===== src/rtl/delay_load_sequencer_pkg.sv =====
// -----------------------------------------------------------------------------
// delay_load_sequencer_pkg
// Shared definitions for the delay-load sequencer:
//   - address map of the per-lane delay elements (output and input delays)
//   - sequencer state encoding
//   - idx_width(): width of a {lane, address} table index
//   - addr_valid(): true for the addresses that map to a real delay element
// -----------------------------------------------------------------------------
package delay_load_sequencer_pkg;

    // Output delays: DQ0-7, DQS, DM
    localparam int ODLY_BASE = 0;
    localparam int ODLY_CNT  = 10;
    // Input delays: DQ0-7, DQS
    localparam int IDLY_BASE = 16;
    localparam int IDLY_CNT  = 9;

    // Delay address field width inside a lane
    localparam int ADDR_W = 5;

    typedef enum logic [2:0] {
        ST_IDLE = 3'd0,
        ST_SCAN = 3'd1,
        ST_GAP  = 3'd2,
        ST_SET  = 3'd3,
        ST_DONE = 3'd4
    } seq_state_t;

    // Width of a {lane, address} index for the given number of lanes.
    function automatic int idx_width(input int num_lanes);
        return $clog2(num_lanes) + ADDR_W;
    endfunction

    function automatic logic addr_valid(input logic [ADDR_W-1:0] addr);
        int a;
        a = int'(addr);
        return ((a >= ODLY_BASE) && (a < ODLY_BASE + ODLY_CNT)) ||
               ((a >= IDLY_BASE) && (a < IDLY_BASE + IDLY_CNT));
    endfunction

endpackage


===== src/rtl/delay_load_sequencer_ram.sv =====
// -----------------------------------------------------------------------------
// dly_table_ram
// Delay value table: one synchronous write port, one combinational read port,
// intended to map onto distributed RAM.
// Ports:
//   clk_div  - clock (rising edge)
//   we       - write enable
//   waddr    - write index
//   wdata    - write data
//   raddr    - read index
//   rdata    - read data (combinational from raddr)
// -----------------------------------------------------------------------------
module dly_table_ram #(
    parameter int DEPTH = 64,
    parameter int AW    = 6,
    parameter int DW    = 8
) (
    input  logic          clk_div,
    input  logic          we,
    input  logic [AW-1:0] waddr,
    input  logic [DW-1:0] wdata,
    input  logic [AW-1:0] raddr,
    output logic [DW-1:0] rdata
);

    logic [DW-1:0] mem [DEPTH];

    // NOTE: the array has no reset on purpose; a reset port would stop it
    // mapping onto RAM primitives. Validity is tracked outside (dirty bits).
    always_ff @(posedge clk_div) begin
        if (we) begin
            mem[waddr] <= wdata;
        end
    end

    assign rdata = mem[raddr];

endmodule


===== src/rtl/delay_load_sequencer.sv =====
// -----------------------------------------------------------------------------
// delay_load_sequencer
// Holds a host-written table of per-lane delay values and, on request, walks
// the whole table, loading dirty (or, for apply_all, all valid) entries into
// the lane delay elements, then broadcasts a set strobe.
// Ports:
//   clk_div    - sole clock, rising edge
//   rst        - synchronous active-high reset
//   wr_en      - host write strobe into the table
//   wr_addr    - {lane, 5-bit delay address}
//   wr_data    - delay value (3 LSBs are the fine delay)
//   apply      - request: load dirty entries
//   apply_all  - request: load all valid entries (wins over apply)
//   dly_data   - delay value shared by all lanes (held between loads)
//   dly_addr   - delay address shared by all lanes (held between loads)
//   ld_delay   - one-hot per-lane load strobe
//   set        - broadcast strobe applying all loaded delays
//   busy       - pass in progress (until after set)
//   done       - one-cycle pulse in the cycle after set
// -----------------------------------------------------------------------------
module delay_load_sequencer
    import delay_load_sequencer_pkg::*;
#(
    parameter  int NUM_LANES = 2,
    parameter  int SET_GAP   = 2,
    localparam int IW        = idx_width(NUM_LANES)
) (
    input  logic                 clk_div,
    input  logic                 rst,
    input  logic                 wr_en,
    input  logic [IW-1:0]        wr_addr,
    input  logic [7:0]           wr_data,
    input  logic                 apply,
    input  logic                 apply_all,
    output logic [7:0]           dly_data,
    output logic [4:0]           dly_addr,
    output logic [NUM_LANES-1:0] ld_delay,
    output logic                 set,
    output logic                 busy,
    output logic                 done
);

    localparam int NUM_IDX  = NUM_LANES * 32;
    localparam int LAST_IDX = NUM_IDX - 1;

    seq_state_t           state;
    seq_state_t           state_next;
    logic [IW-1:0]        scan_idx;
    logic [2:0]           gap_cnt;
    logic                 all_mode;
    logic                 pend;
    logic                 pend_all;
    logic [NUM_IDX-1:0]   dirty;
    logic [7:0]           rd_data;

    int                   wr_lane;
    int                   scan_lane;
    logic                 wr_hit;
    logic                 emit;
    logic                 req;
    logic [NUM_LANES-1:0] ld_next;

    dly_table_ram #(
        .DEPTH (NUM_IDX),
        .AW    (IW),
        .DW    (8)
    ) u_table (
        .clk_div (clk_div),
        .we      (wr_hit),
        .waddr   (wr_addr),
        .wdata   (wr_data),
        .raddr   (scan_idx),
        .rdata   (rd_data)
    );

    // Write qualification and scan emission decode. The table read is
    // combinational, so a write landing on the index being scanned is seen
    // as old data here and takes effect only after the edge.
    always_comb begin
        wr_lane   = int'(wr_addr >> ADDR_W);
        scan_lane = int'(scan_idx >> ADDR_W);
        wr_hit    = wr_en && addr_valid(wr_addr[ADDR_W-1:0]) && (wr_lane < NUM_LANES);
        emit      = (state == ST_SCAN) && addr_valid(scan_idx[ADDR_W-1:0]) &&
                    (dirty[scan_idx] || all_mode);
        req       = apply || apply_all;
        for (int l = 0; l < NUM_LANES; l++) begin
            ld_next[l] = emit && (scan_lane == l);
        end
    end

    // Next state and state-decoded strobes.
    // NOTE: every output of this block gets a default before the case so no
    // path leaves a signal unassigned, which would otherwise infer a latch.
    always_comb begin
        state_next = state;
        busy       = 1'b0;
        set        = 1'b0;
        done       = 1'b0;
        unique case (state)
            ST_IDLE: begin
                if (req) state_next = ST_SCAN;
            end
            ST_SCAN: begin
                busy = 1'b1;
                if (scan_idx == IW'(LAST_IDX)) state_next = ST_GAP;
            end
            ST_GAP: begin
                busy = 1'b1;
                if (gap_cnt == 3'(SET_GAP - 1)) state_next = ST_SET;
            end
            ST_SET: begin
                busy       = 1'b1;
                set        = 1'b1;
                state_next = ST_DONE;
            end
            ST_DONE: begin
                done       = 1'b1;
                // A request held over from the pass (or arriving now) starts
                // the next pass straight away.
                state_next = (pend || req) ? ST_SCAN : ST_IDLE;
            end
            default: state_next = ST_IDLE;
        endcase
    end

    // NOTE: non-blocking assignments throughout so every register samples the
    // pre-edge value of every other register, independent of statement order.
    always_ff @(posedge clk_div) begin
        if (rst) begin
            state    <= ST_IDLE;
            scan_idx <= '0;
            gap_cnt  <= '0;
            all_mode <= 1'b0;
            pend     <= 1'b0;
            pend_all <= 1'b0;
            dirty    <= '0;
            ld_delay <= '0;
            dly_addr <= '0;
            dly_data <= '0;
        end else begin
            state    <= state_next;
            ld_delay <= ld_next;

            if (emit) begin
                dly_addr        <= scan_idx[ADDR_W-1:0];
                dly_data        <= rd_data;
                dirty[scan_idx] <= 1'b0;
            end
            // Placed after the clear: a same-cycle write keeps the bit set.
            if (wr_hit) begin
                dirty[wr_addr] <= 1'b1;
            end

            if ((state == ST_SCAN) && (state_next == ST_SCAN)) begin
                scan_idx <= scan_idx + 1'b1;
            end else begin
                scan_idx <= '0;
            end

            if (state == ST_GAP) begin
                gap_cnt <= gap_cnt + 3'd1;
            end else begin
                gap_cnt <= '0;
            end

            if ((state_next == ST_SCAN) && (state != ST_SCAN)) begin
                // Pass start: fold held and fresh requests into the pass mode.
                all_mode <= apply_all || pend_all;
                pend     <= 1'b0;
                pend_all <= 1'b0;
            end else if ((state != ST_IDLE) && req) begin
                pend <= 1'b1;
                if (apply_all) pend_all <= 1'b1;
            end
        end
    end

endmodule


===== config.mk =====
export PLATFORM = sky130hd
export DESIGN_NAME = delay_load_sequencer
export DESIGN_NICKNAME = d
export VERILOG_FILES = /design/src/rtl/delay_load_sequencer_pkg.sv /design/src/rtl/delay_load_sequencer_ram.sv /design/src/rtl/delay_load_sequencer.sv
export SDC_FILE = /design/constraint.sdc
export NUM_CORES = 1
export LEC_CHECK = 0
export CORE_MARGIN = 2
export CORE_UTILIZATION = 26
export CTS_CLUSTER_DIAMETER = 100
export CTS_CLUSTER_SIZE = 14
export DETAILED_ROUTE_END_ITERATION = 8
export DONT_BUFFER_PORTS = 1
export SYNTH_ARGS = -nofsm -noshare
export SYNTH_HDL_FRONTEND = slang
export SYNTH_SLANG_ARGS = --single-unit
export TNS_END_PERCENT = 5

===== constraint.sdc =====
create_clock -name clk_div -period 3 [get_ports clk_div]
set_input_delay 0.6 -clock clk_div [delete_from_list [all_inputs] [get_ports clk_div]]
set_output_delay 0.6 -clock clk_div [all_outputs]
set_load 0.05 [all_outputs]

==> flow_metrics.env, run 1 <==
export IMPL_synth_warnings=0
export IMPL_cp_data_required_time_ns=3.49
export IMPL_diodes=0
export IMPL_cts_tree="done"
export IMPL_final_max_slew_viol_count=0
export IMPL_first_pass_iters=6
export IMPL_hold_ws_ns=0.0685
export IMPL_p_int_mw=12.8
export IMPL_dr_first_iter_drc_count=1928
export IMPL_hold_viol=0
export IMPL_final_cells=3033
export IMPL_p_sw_mw=3.47
export IMPL_cts_root_buf="clkbuf_16"
export IMPL_fp_dieH_um=305
export IMPL_numCtsBuffers=49
export IMPL_p_leak_nw=9.18
export IMPL_initial_utilization_pct=26.2
export IMPL_powerDensity_nw_per_um2=589
export IMPL_setup_tns_ns=0
export IMPL_slew_limit_headroom_pct=43.9
export IMPL_fp_dieW_um=305
export IMPL_drive_gt1_share_pct=10.1
export IMPL_cts_setup_buffers=0
export IMPL_hold_buffers=0
export IMPL_vias=14761
export IMPL_pin_count=37
export IMPL_rsz0062_at_grt="false"
export IMPL_ys_ff_latch=606
export IMPL_fin_skew_ns=0.0230
export IMPL_grtUsageMet1_pct=19.9
export IMPL_grt_ovfl_total=0
export IMPL_postSynthCellCount=1578
export IMPL_mostFrequentLayoutCells="edfxtp_1 (512), conb_1 (208), nand2_1 (107), dfxtp_1 (90), a21oi_1 (88)"
export IMPL_worst_r2r_setup_slack_ns=0.12
export IMPL_cp_max_fo=23
export IMPL_cp_start_kind="flip-flop"
export IMPL_busiest_layer="met2"
export IMPL_cts_sinks=606
export IMPL_wl_per_cell_um=23.2
export IMPL_syn_area_per_cell_um2=15.0
export IMPL_route_detailed_drc=0
export IMPL_place_inst=2941
export IMPL_core_um2=90000
export IMPL_crit_type="reg -> reg"
export IMPL_async_reset_ff_share_pct=0
export IMPL_clockBufferDepth=3
export IMPL_finalCritPeriodShare_pct=96.1
export IMPL_clk_pin_slew_ns=0.07
export IMPL_grt_util_met2_pct=23.1
export IMPL_tightest_slew_ns=0.838
export IMPL_final_util_pct=30.6
export IMPL_place_gp_congestion=0.920
export IMPL_layout_commonest_cell="edfxtp_1"
export IMPL_routed_wl_um=70400
export IMPL_setup_violations=0
export IMPL_portBuffers=0
export IMPL_place_detailed_hpwl_um=44600
export IMPL_status="complete, no violations"
export IMPL_syn_area_um2=23600
export IMPL_rows=110
export IMPL_synth_edff_count=512
export IMPL_grtUsageTotal_pct=14.7
export IMPL_ctsHtreeMaxLevel=2
export IMPL_first_global_vias=14666
export IMPL_fillers=8933
export IMPL_cp_arrival_ns=3.38
export IMPL_end_kind="flip-flop"
export IMPL_drtAntennaViolNets=0
export IMPL_final_nets=1838
export IMPL_synthToLayoutAreaGrowth_pct=16.6
export IMPL_met3_usage_pct=3.97
export IMPL_grt_first_pass_wirelength_um=102000
export IMPL_design_die_area_um2=93200
export IMPL_p_seq_share_pct=58.8
export IMPL_min_period_ns=2.88
export IMPL_max_freq_ghz=0.347
export IMPL_peakVddDrop_uv=370
export IMPL_ys_types=84
export IMPL_antenna_found_initial=0
export IMPL_drv_cap=0
export IMPL_cts_resized=0
export IMPL_grt_max_degree=76
export IMPL_hp_class="in -> reg"
export IMPL_avgViaCountPerCell=4.87
export IMPL_power_frac_comb_pct=3.6
export IMPL_pwr_share_clk_pct=37.7
export IMPL_synth_flop_cell="edfxtp_1"
export IMPL_p_sw_share_pct=21.4
export IMPL_clkLatencyLatePin_ns=0.61
export IMPL_ys_seq_area_share_pct=73.1
-- kinds of logic (layout without fill, tap and decap cells) --
logic type | after synthesis | count (layout) | share of synthesized area [%]
DFF | 606 | 606 | 73.1
AOI/OAI and AO/OA | 421 | 421 | 13.3
and+or+nand+nor | 331 | 331 | 7.02
buffers and inverters | 140 | 212 | 2.96
muxes | 71 | 71 | 3.29
xor gates and xnor gates | 5 | 5 | 0.186
adders and majority gates | 3 | 3 | 0.159
other | 1 | 208 | 0.0159
-- path summary, 6_finish.rpt --
| kind | startpoint | endpoint | cells after the start |
|---|---|---|---|
| worst max register to register | scan_idx[2]$_SDFF_PP0_ | dly_addr[3]$_SDFFE_PP0N_ | 10 |
| worst min-delay path | rst | state[0]$_SDFF_PP0_ | 1 |
| worst min register to register | dirty[42]$_SDFF_PP0_ | dirty[42]$_SDFF_PP0_ | 1 |
| worst max-delay path | scan_idx[2]$_SDFF_PP0_ | dly_addr[3]$_SDFFE_PP0N_ | 10 |
-- power by group through the flow --
stage | logic, mW | registers (mW) | clock network (mW)
2_1_floorplan | 0.380 | 9.68 | 0
4_1_cts | 0.563 | 9.53 | 6.23
3_5_place_dp | 0.562 | 9.72 | 0
6_report | 0.581 | 9.53 | 6.11
3_3_place_gp | 0.557 | 9.70 | 0
5_1_grt | 0.619 | 9.55 | 6.52
-- flip-flops by register name, indices dropped and copies added, names as in the netlist --
signal / flops
pend_all: 1
dirty: 64
dly_addr: 5
scan_idx: 6
dly_data: 8
all_mode: 1
u_table.mem: 512
state: 3
pend: 1
ld_delay: 2
gap_cnt: 3
-- cells in the mapped netlist, types with 6 or more instances --
| library cell | count | share of area (%) |
|---|---|---|
| nand3_1 | 33 | 0.70 |
| o21ai_1 | 9 | 0.19 |
| clkbuf_1 | 46 | 0.73 |
| nand2b_1 | 7 | 0.19 |
| o2bb2ai_1 | 10 | 0.37 |
| and2_1 | 7 | 0.19 |
| nand4_1 | 15 | 0.40 |
| a22o_1 | 45 | 1.7 |
| a211oi_1 | 10 | 0.32 |
| nor2_1 | 64 | 1.0 |
| edfxtp_1 | 512 | 65 |
| o211ai_1 | 23 | 0.73 |
| nor2b_1 | 38 | 1.0 |
| a221o_1 | 6 | 0.25 |
| and3_1 | 7 | 0.19 |
| a21oi_1 | 88 | 1.9 |
| a22oi_1 | 83 | 2.6 |
| buf_2 | 30 | 0.64 |
| nor3_1 | 16 | 0.34 |
| a221oi_1 | 49 | 1.8 |
| nand2_1 | 107 | 1.7 |
| dfxtp_1 | 94 | 8.0 |
| o31ai_1 | 27 | 0.86 |
| a41oi_1 | 8 | 0.30 |
| o21ai_0 | 17 | 0.36 |
| buf_6 | 11 | 0.52 |
| buf_4 | 14 | 0.45 |
| mux2i_1 | 48 | 2.0 |
| mux2_2 | 14 | 0.67 |
| inv_1 | 33 | 0.52 |
-- through the flow --
| step | instance area, um^2 | power [mW] | setup slack [ns] |
|---|---|---|---|
| after floorplan | 24400 | 10.1 | 0.649 |
| after global placement | 26100 | 10.3 | 0.237 |
| after detailed placement | 26100 | 10.3 | 0.121 |
| after CTS | 27500 | 16.3 | 0.119 |
| after global routing | 27500 | 16.7 | 0.0163 |
| final | 27500 | 16.2 | 0.116 |
-- metal layers --
metal	share of wire (%)	routed length (um)
met1	41	29000
met2	45	31700
met3	11	7610
met4	3.0	2090
met5	0	0
-- worst max-delay path: stages (launching register included) --
cell       delay, ns
dfxtp_4         0.57
buf_4           0.24
nor2b_1         0.08
buf_4           0.23
o2bb2ai_1       0.15
a211oi_1        0.43
o32ai_2         0.22
o31ai_4         0.29
buf_4           0.26
mux2i_1         0.24
nor2_1          0.05
-- final cells by class --
cell class | count | area (um^2) | share of cell area, %
well taps | 1176 | 1470 | 5.34
flip-flops and latches | 606 | 17300 | 62.7
inverters | 34 | 128 | 0.464
clock inverters | 3 | 47.5 | 0.173
clock buffers | 89 | 1400 | 5.08
repair buffers | 86 | 758 | 2.75
multi-input cells | 1039 | 6460 | 23.5
Note: power is estimated with default switching activity, not from simulation.
==> inputs of run 2 (changes only) <==
--- a/config.mk
+++ b/config.mk
@@ -11,6 +11,7 @@
 export CTS_CLUSTER_SIZE = 14
 export DETAILED_ROUTE_END_ITERATION = 8
 export DONT_BUFFER_PORTS = 1
+export GPL_ROUTABILITY_DRIVEN = 0
 export SYNTH_ARGS = -nofsm -noshare
 export SYNTH_HDL_FRONTEND = slang
 export SYNTH_SLANG_ARGS = --single-unit
==> run 2 against run 1 <==
Critical path depth down 1. Global-route usage fell by 0.36 points. Highest routed layer unchanged. Largest power group unchanged. Power shrank 0.62%. Largest cell class unchanged. Die area stayed put. Register-to-register slack worse by 0.03 ns. Non-clock buffer count up 9. Setup slack lost 0.030 ns.
==> flow_metrics.env, run 2 (synthesis gave the netlist of run 1 again) <==
export IMPL_slew_limit_headroom_pct=36.1
export IMPL_wl_met3_um=7190
export IMPL_pwr_share_clk_pct=37.3
export IMPL_cts_root_buf="clkbuf_16"
export IMPL_first_pass_iters=6
export IMPL_cts_tree="done"
export IMPL_tightest_slew_ns=0.955
export IMPL_status="complete, no violations"
export IMPL_final_nets=1847
export IMPL_grt_ovfl_total=0
export IMPL_setup_violations=0
export IMPL_dr_first_iter_drc_count=2029
export IMPL_portBuffers=0
export IMPL_reg_top3="u_table.mem x512, dirty x64, dly_data x8"
export IMPL_grt_first_pass_wirelength_um=99400
export IMPL_antenna_found_initial=0
export IMPL_largest_reg_flops=512
export IMPL_postPlaceCellArea_um2=26100
export IMPL_routed_wl_um=68600
export IMPL_dr_max_layer_used="met4"
export IMPL_drv_cap=0
export IMPL_vias=14930
export IMPL_pin_count=37
export IMPL_crit_buf_inv=2
export IMPL_hold_viol=0
export IMPL_cp_slowest_cell="dfxtp_4"
export IMPL_grt_max_degree=76
export IMPL_first_global_vias=14488
export IMPL_p_leak_nw=9.21
export IMPL_layout_commonest_cell="edfxtp_1"
export IMPL_seq_area_um2=17300
export IMPL_wl_met1_um=27700
export IMPL_avgViaCountPerCell=4.93
export IMPL_drtAntennaViolNets=0
export IMPL_rows=110
export IMPL_wl_per_cell_um=22.6
export IMPL_route_detailed_drc=0
export IMPL_cp_arrival_ns=3.45
export IMPL_powerDensity_nw_per_um2=585
export IMPL_cts_sinks=606
export IMPL_crit_type="reg -> reg"
export IMPL_synthToLayoutAreaGrowth_pct=16.7
export IMPL_mostFrequentLayoutCells="edfxtp_1 (512), conb_1 (208), nand2_1 (107), dfxtp_1 (90), a21oi_1 (88)"
export IMPL_cp_max_fo=37
export IMPL_fp_dieH_um=305
export IMPL_multi_input_area_um2=6460
export IMPL_critPathTopFamily="compound AO/OA/AOI/OAI gates"
export IMPL_total_power_mw=16.1
export IMPL_crit_chain="buf_4 > nor3b_4 > buf_12 > a22o_1 > a221oi_1 > a41oi_1 > a22oi_1 > a311o_1 > o21ai_0"
export IMPL_end_kind="flip-flop"
export IMPL_drive_gt1_share_pct=10.6
export IMPL_rsz0062_at_grt="false"
export IMPL_fin_skew_ns=0.0195
export IMPL_critPathMaxStageDelay_ns=0.51
export IMPL_hold_ws_ns=0.0831
export IMPL_min_period_ns=2.91
export IMPL_p_sw_share_pct=21.2
export IMPL_cp_data_required_time_ns=3.54
export IMPL_power_frac_comb_pct=3.6
export IMPL_clockBufferDepth=3
export IMPL_fin_area_um2=27500
export IMPL_setup_tns_ns=0
export IMPL_initial_utilization_pct=26.2
export IMPL_fillers=8922
export IMPL_p_seq_share_pct=59.1
export IMPL_max_freq_ghz=0.343
export IMPL_cp_start_kind="flip-flop"
export IMPL_design_die_area_um2=93200
export IMPL_top_register="u_table.mem"
export IMPL_peakVddDrop_uv=394
export IMPL_final_cells=3030
export IMPL_diodes=0
export IMPL_place_inst=2949
export IMPL_hp_class="in -> reg"
export IMPL_core_um2=90000
export IMPL_fp_dieW_um=305
export IMPL_clkLatencyLatePin_ns=0.62
export IMPL_finalCritPeriodShare_pct=97.2
export IMPL_p_int_mw=12.7
export IMPL_place_detailed_hpwl_um=43500
export IMPL_p_sw_mw=3.43
export IMPL_numCtsBuffers=49
export IMPL_clk_pin_slew_ns=0.07
export IMPL_dr_wl_met2_um=31300
export IMPL_grtUsageTotal_pct=14.4
export IMPL_ctsHtreeMaxLevel=2
export IMPL_final_max_slew_viol_count=0
## run 2: changes by cell type in the layout (fill, tap and decap cells not counted), sizes merged
cell and change:
clkbuf -12, buf +9
## run 2: final cells by class
| type | instances | share of cell area [%] |
|---|---|---|
| Clock buffer | 77 | 4.91 |
| Multi-Input combinational cell | 1039 | 23.5 |
| Clock inverter | 3 | 0.173 |
| Sequential cell | 606 | 62.7 |
| Inverter | 34 | 0.463 |
| Timing Repair Buffer | 95 | 2.94 |
| Tap cell | 1176 | 5.34 |
## run 2: power by group through the flow
stage | logic [mW] | registers (mW) | clock network (mW)
finish | 0.583 | 9.53 | 6.01
global placement | 0.560 | 9.70 | 0
CTS | 0.566 | 9.53 | 6.12
global route | 0.622 | 9.55 | 6.40
floorplan | 0.380 | 9.68 | 0
detailed placement | 0.564 | 9.71 | 0
## run 2: layer usage
metal	global-route usage [%]	up-vias
li1	-	6485
met4	5.16	0
met5	0	-
met3	3.74	143
met2	22.6	761
met1	19.1	7541
## run 2: timing repair
action                                  in CTS  in global routing
endpoints found under the setup margin       0                 43
resized for setup                            0                  1
setup buffers                                0                  1
hold buffers                                 0                  0
## run 2: metrics by stage
| step | utilization, % | setup WS [ns] |
|---|---|---|
| detailed placement | 29.0 | 0.0451 |
| floorplan | - | 0.649 |
| finish | 30.6 | 0.0854 |
| global route | 30.6 | 0.0304 |
| CTS | 30.6 | 0.0339 |
| global placement | 29.0 | 0.123 |
## run 2: path summary, 6_finish.rpt
path                          startpoint                       end  slack, ns  depth (start not counted)
setup / recovery  scan_idx[0]$_SDFF_PP0_  dly_data[1]$_SDFFE_PP0N_       0.09                          9
hold / removal                       rst      dirty[12]$_SDFF_PP0_       0.08                          1
setup reg to reg  scan_idx[0]$_SDFF_PP0_  dly_data[1]$_SDFFE_PP0N_       0.09                          9
hold reg to reg    gap_cnt[0]$_SDFF_PP0_     gap_cnt[0]$_SDFF_PP0_       0.46                          1
==> inputs of run 3 (changes only) <==
--- a/config.mk
+++ b/config.mk
@@ -6,7 +6,7 @@
 export NUM_CORES = 1
 export LEC_CHECK = 0
 export CORE_MARGIN = 2
-export CORE_UTILIZATION = 26
+export CORE_UTILIZATION = 45
 export CTS_CLUSTER_DIAMETER = 100
 export CTS_CLUSTER_SIZE = 14
 export DETAILED_ROUTE_END_ITERATION = 8
==> run 3 against run 2 <==
Hold slack worse by 0.034 ns. Critical endpoint is now dly_data[6]$_SDFFE_PP0N_. Largest cell class unchanged. Final cell count down 16%. Clock skew up 0.022 ns. Die area down 42%.
==> flow_metrics.env, run 3 (synthesis gave the netlist of run 1 again) <==
export IMPL_status="complete, no violations"
export IMPL_setup_violations=0
export IMPL_hp_start="rst"
export IMPL_grt_max_degree=76
export IMPL_fin_skew_ns=0.0420
export IMPL_top_register="u_table.mem"
export IMPL_drive_gt1_share_pct=11.2
export IMPL_grt_ovfl_total=0
export IMPL_initial_utilization_pct=45.7
export IMPL_clkLatencyLatePin_ns=0.62
export IMPL_peakVddDrop_uv=370
export IMPL_pin_count=37
export IMPL_worst_r2r_setup_slack_ns=0.19
export IMPL_clk_pin_slew_ns=0.07
export IMPL_antenna_found_initial=1
export IMPL_cts_tree="done"
export IMPL_cp_arrival_ns=3.34
export IMPL_fp_dieH_um=233
export IMPL_r2r_end="dly_data[6]$_SDFFE_PP0N_"
export IMPL_rsz0062_at_grt="false"
export IMPL_min_period_ns=2.81
export IMPL_p_leak_nw=9.30
export IMPL_tightest_slew_ns=0.879
export IMPL_mostFrequentLayoutCells="edfxtp_1 (512), conb_1 (208), nand2_1 (107), buf_4 (93), dfxtp_1 (90)"
export IMPL_cp_start_kind="flip-flop"
export IMPL_numCtsBuffers=49
export IMPL_cts_root_buf="clkbuf_16"
export IMPL_finalCritPeriodShare_pct=93.6
export IMPL_place_detailed_hpwl_um=41900
export IMPL_powerDensity_nw_per_um2=595
export IMPL_drtAntennaViolNets=0
export IMPL_final_nets=1860
export IMPL_hold_buffers=0
export IMPL_design_die_area_um2=54300
export IMPL_place_inst=2467
export IMPL_slew_limit_headroom_pct=41.2
export IMPL_hp_class="in -> reg"
export IMPL_routed_wl_um=66500
export IMPL_max_freq_ghz=0.356
export IMPL_r2r_cells=8
export IMPL_setup_tns_ns=0
export IMPL_first_global_vias=14127
export IMPL_cp_max_fo=24
export IMPL_grtUsageTotal_pct=24.7
export IMPL_diodes=0
export IMPL_worst_r2r_startpoint="scan_idx[2]$_SDFF_PP0_"
export IMPL_dr_first_iter_drc_count=1802
export IMPL_hold_path_end="dirty[42]$_SDFF_PP0_"
export IMPL_grt_first_pass_wirelength_um=96500
export IMPL_crit_type="reg -> reg"
export IMPL_fp_dieW_um=233
export IMPL_avgViaCountPerCell=5.80
export IMPL_layout_commonest_cell="edfxtp_1"
export IMPL_final_max_slew_viol_count=0
export IMPL_core_um2=51600
export IMPL_hold_viol=0
export IMPL_wl_per_cell_um=26.1
export IMPL_first_pass_iters=6
export IMPL_cp_data_required_time_ns=3.53
export IMPL_cts_setup_buffers=0
export IMPL_end_kind="flip-flop"
export IMPL_holdPathStages=1
export IMPL_final_cells=2551
export IMPL_vias=14807
export IMPL_drv_cap=0
export IMPL_rows=83
export IMPL_cts_resized=0
export IMPL_portBuffers=0
export IMPL_reg_top3="u_table.mem x512, dirty x64, dly_data x8"
export IMPL_clockBufferDepth=3
export IMPL_total_power_mw=16.1
export IMPL_route_detailed_drc=0
export IMPL_ctsHtreeMaxLevel=2
export IMPL_synthToLayoutAreaGrowth_pct=14.8
export IMPL_largest_reg_flops=512
export IMPL_cts_sinks=606
-- run 3: cell types whose count changed in the layout (fill, tap and decap cells not counted), sizes merged --
cell    delta
clkinv     -1
inv        +2
clkbuf     +3
buf       +13
-- run 3: cell type report --
type	instances	area, um^2
flip-flops and latches	606	17300
inverters	34	128
clock inverters	4	48.8
well taps	680	851
repair buffers	108	998
clock buffers	80	1340
fillers	4216	24500
multi-input cells	1039	6460
-- run 3: per-stage QoR --
step	util, %	instance area, um^2	worst slack, ns	hold WS, ns
3_5_place_dp	49.8	25700	0.221	0.439
3_3_place_gp	49.8	25700	0.265	0.431
6_report	52.5	27100	0.193	0.0491
5_1_grt	52.5	27100	0.0108	0.0262
4_1_cts	52.5	27100	0.197	0.0257
2_1_floorplan	-	24400	0.649	0.421
-- run 3: power by group --
group          switching, mW  leakage [nW]  internal, mW
logic                  0.391          3.10         0.203
registers              0.110          5.53          9.41
clock network           2.94         0.665          3.07
-- run 3: how the worst max path moves through the flow --
stage	cells past startpoint	from	slack [ns]	endpoint
finish	8	scan_idx[2]$_SDFF_PP0_	0.19	dly_data[6]$_SDFFE_PP0N_
global route	9	scan_idx[2]$_SDFF_PP0_	0.01	dly_addr[3]$_SDFFE_PP0N_
CTS	9	scan_idx[2]$_SDFF_PP0_	0.20	dly_addr[3]$_SDFFE_PP0N_
detailed placement	9	scan_idx[2]$_SDFF_PP0_	0.22	dly_data[0]$_SDFFE_PP0N_
global placement	9	scan_idx[2]$_SDFF_PP0_	0.26	dly_addr[3]$_SDFFE_PP0N_
floorplan	8	scan_idx[1]$_SDFF_PP0_	0.65	dly_data[5]$_SDFFE_PP0N_
-- run 3: worst max-delay path, stage by stage (launching register included) --
cell and delay, ns:
dfxtp_4 0.46, buf_4 0.23, nor2b_1 0.44, buf_4 0.24, a21oi_1 0.07, o211ai_1 0.40
nand3_1 0.11, or4_1 0.58, o31ai_2 0.18
-- run 3: per-layer routing --
| metal | global-route usage [%] | part of all wire, % | up-vias |
|---|---|---|---|
| met3 | 5.56 | 9.8 | 116 |
| li1 | - | - | 6518 |
| met4 | 8.22 | 3.3 | 0 |
| met1 | 34.6 | 41 | 7414 |
| met2 | 38.3 | 45 | 759 |
| met5 | 0 | 0 | - |
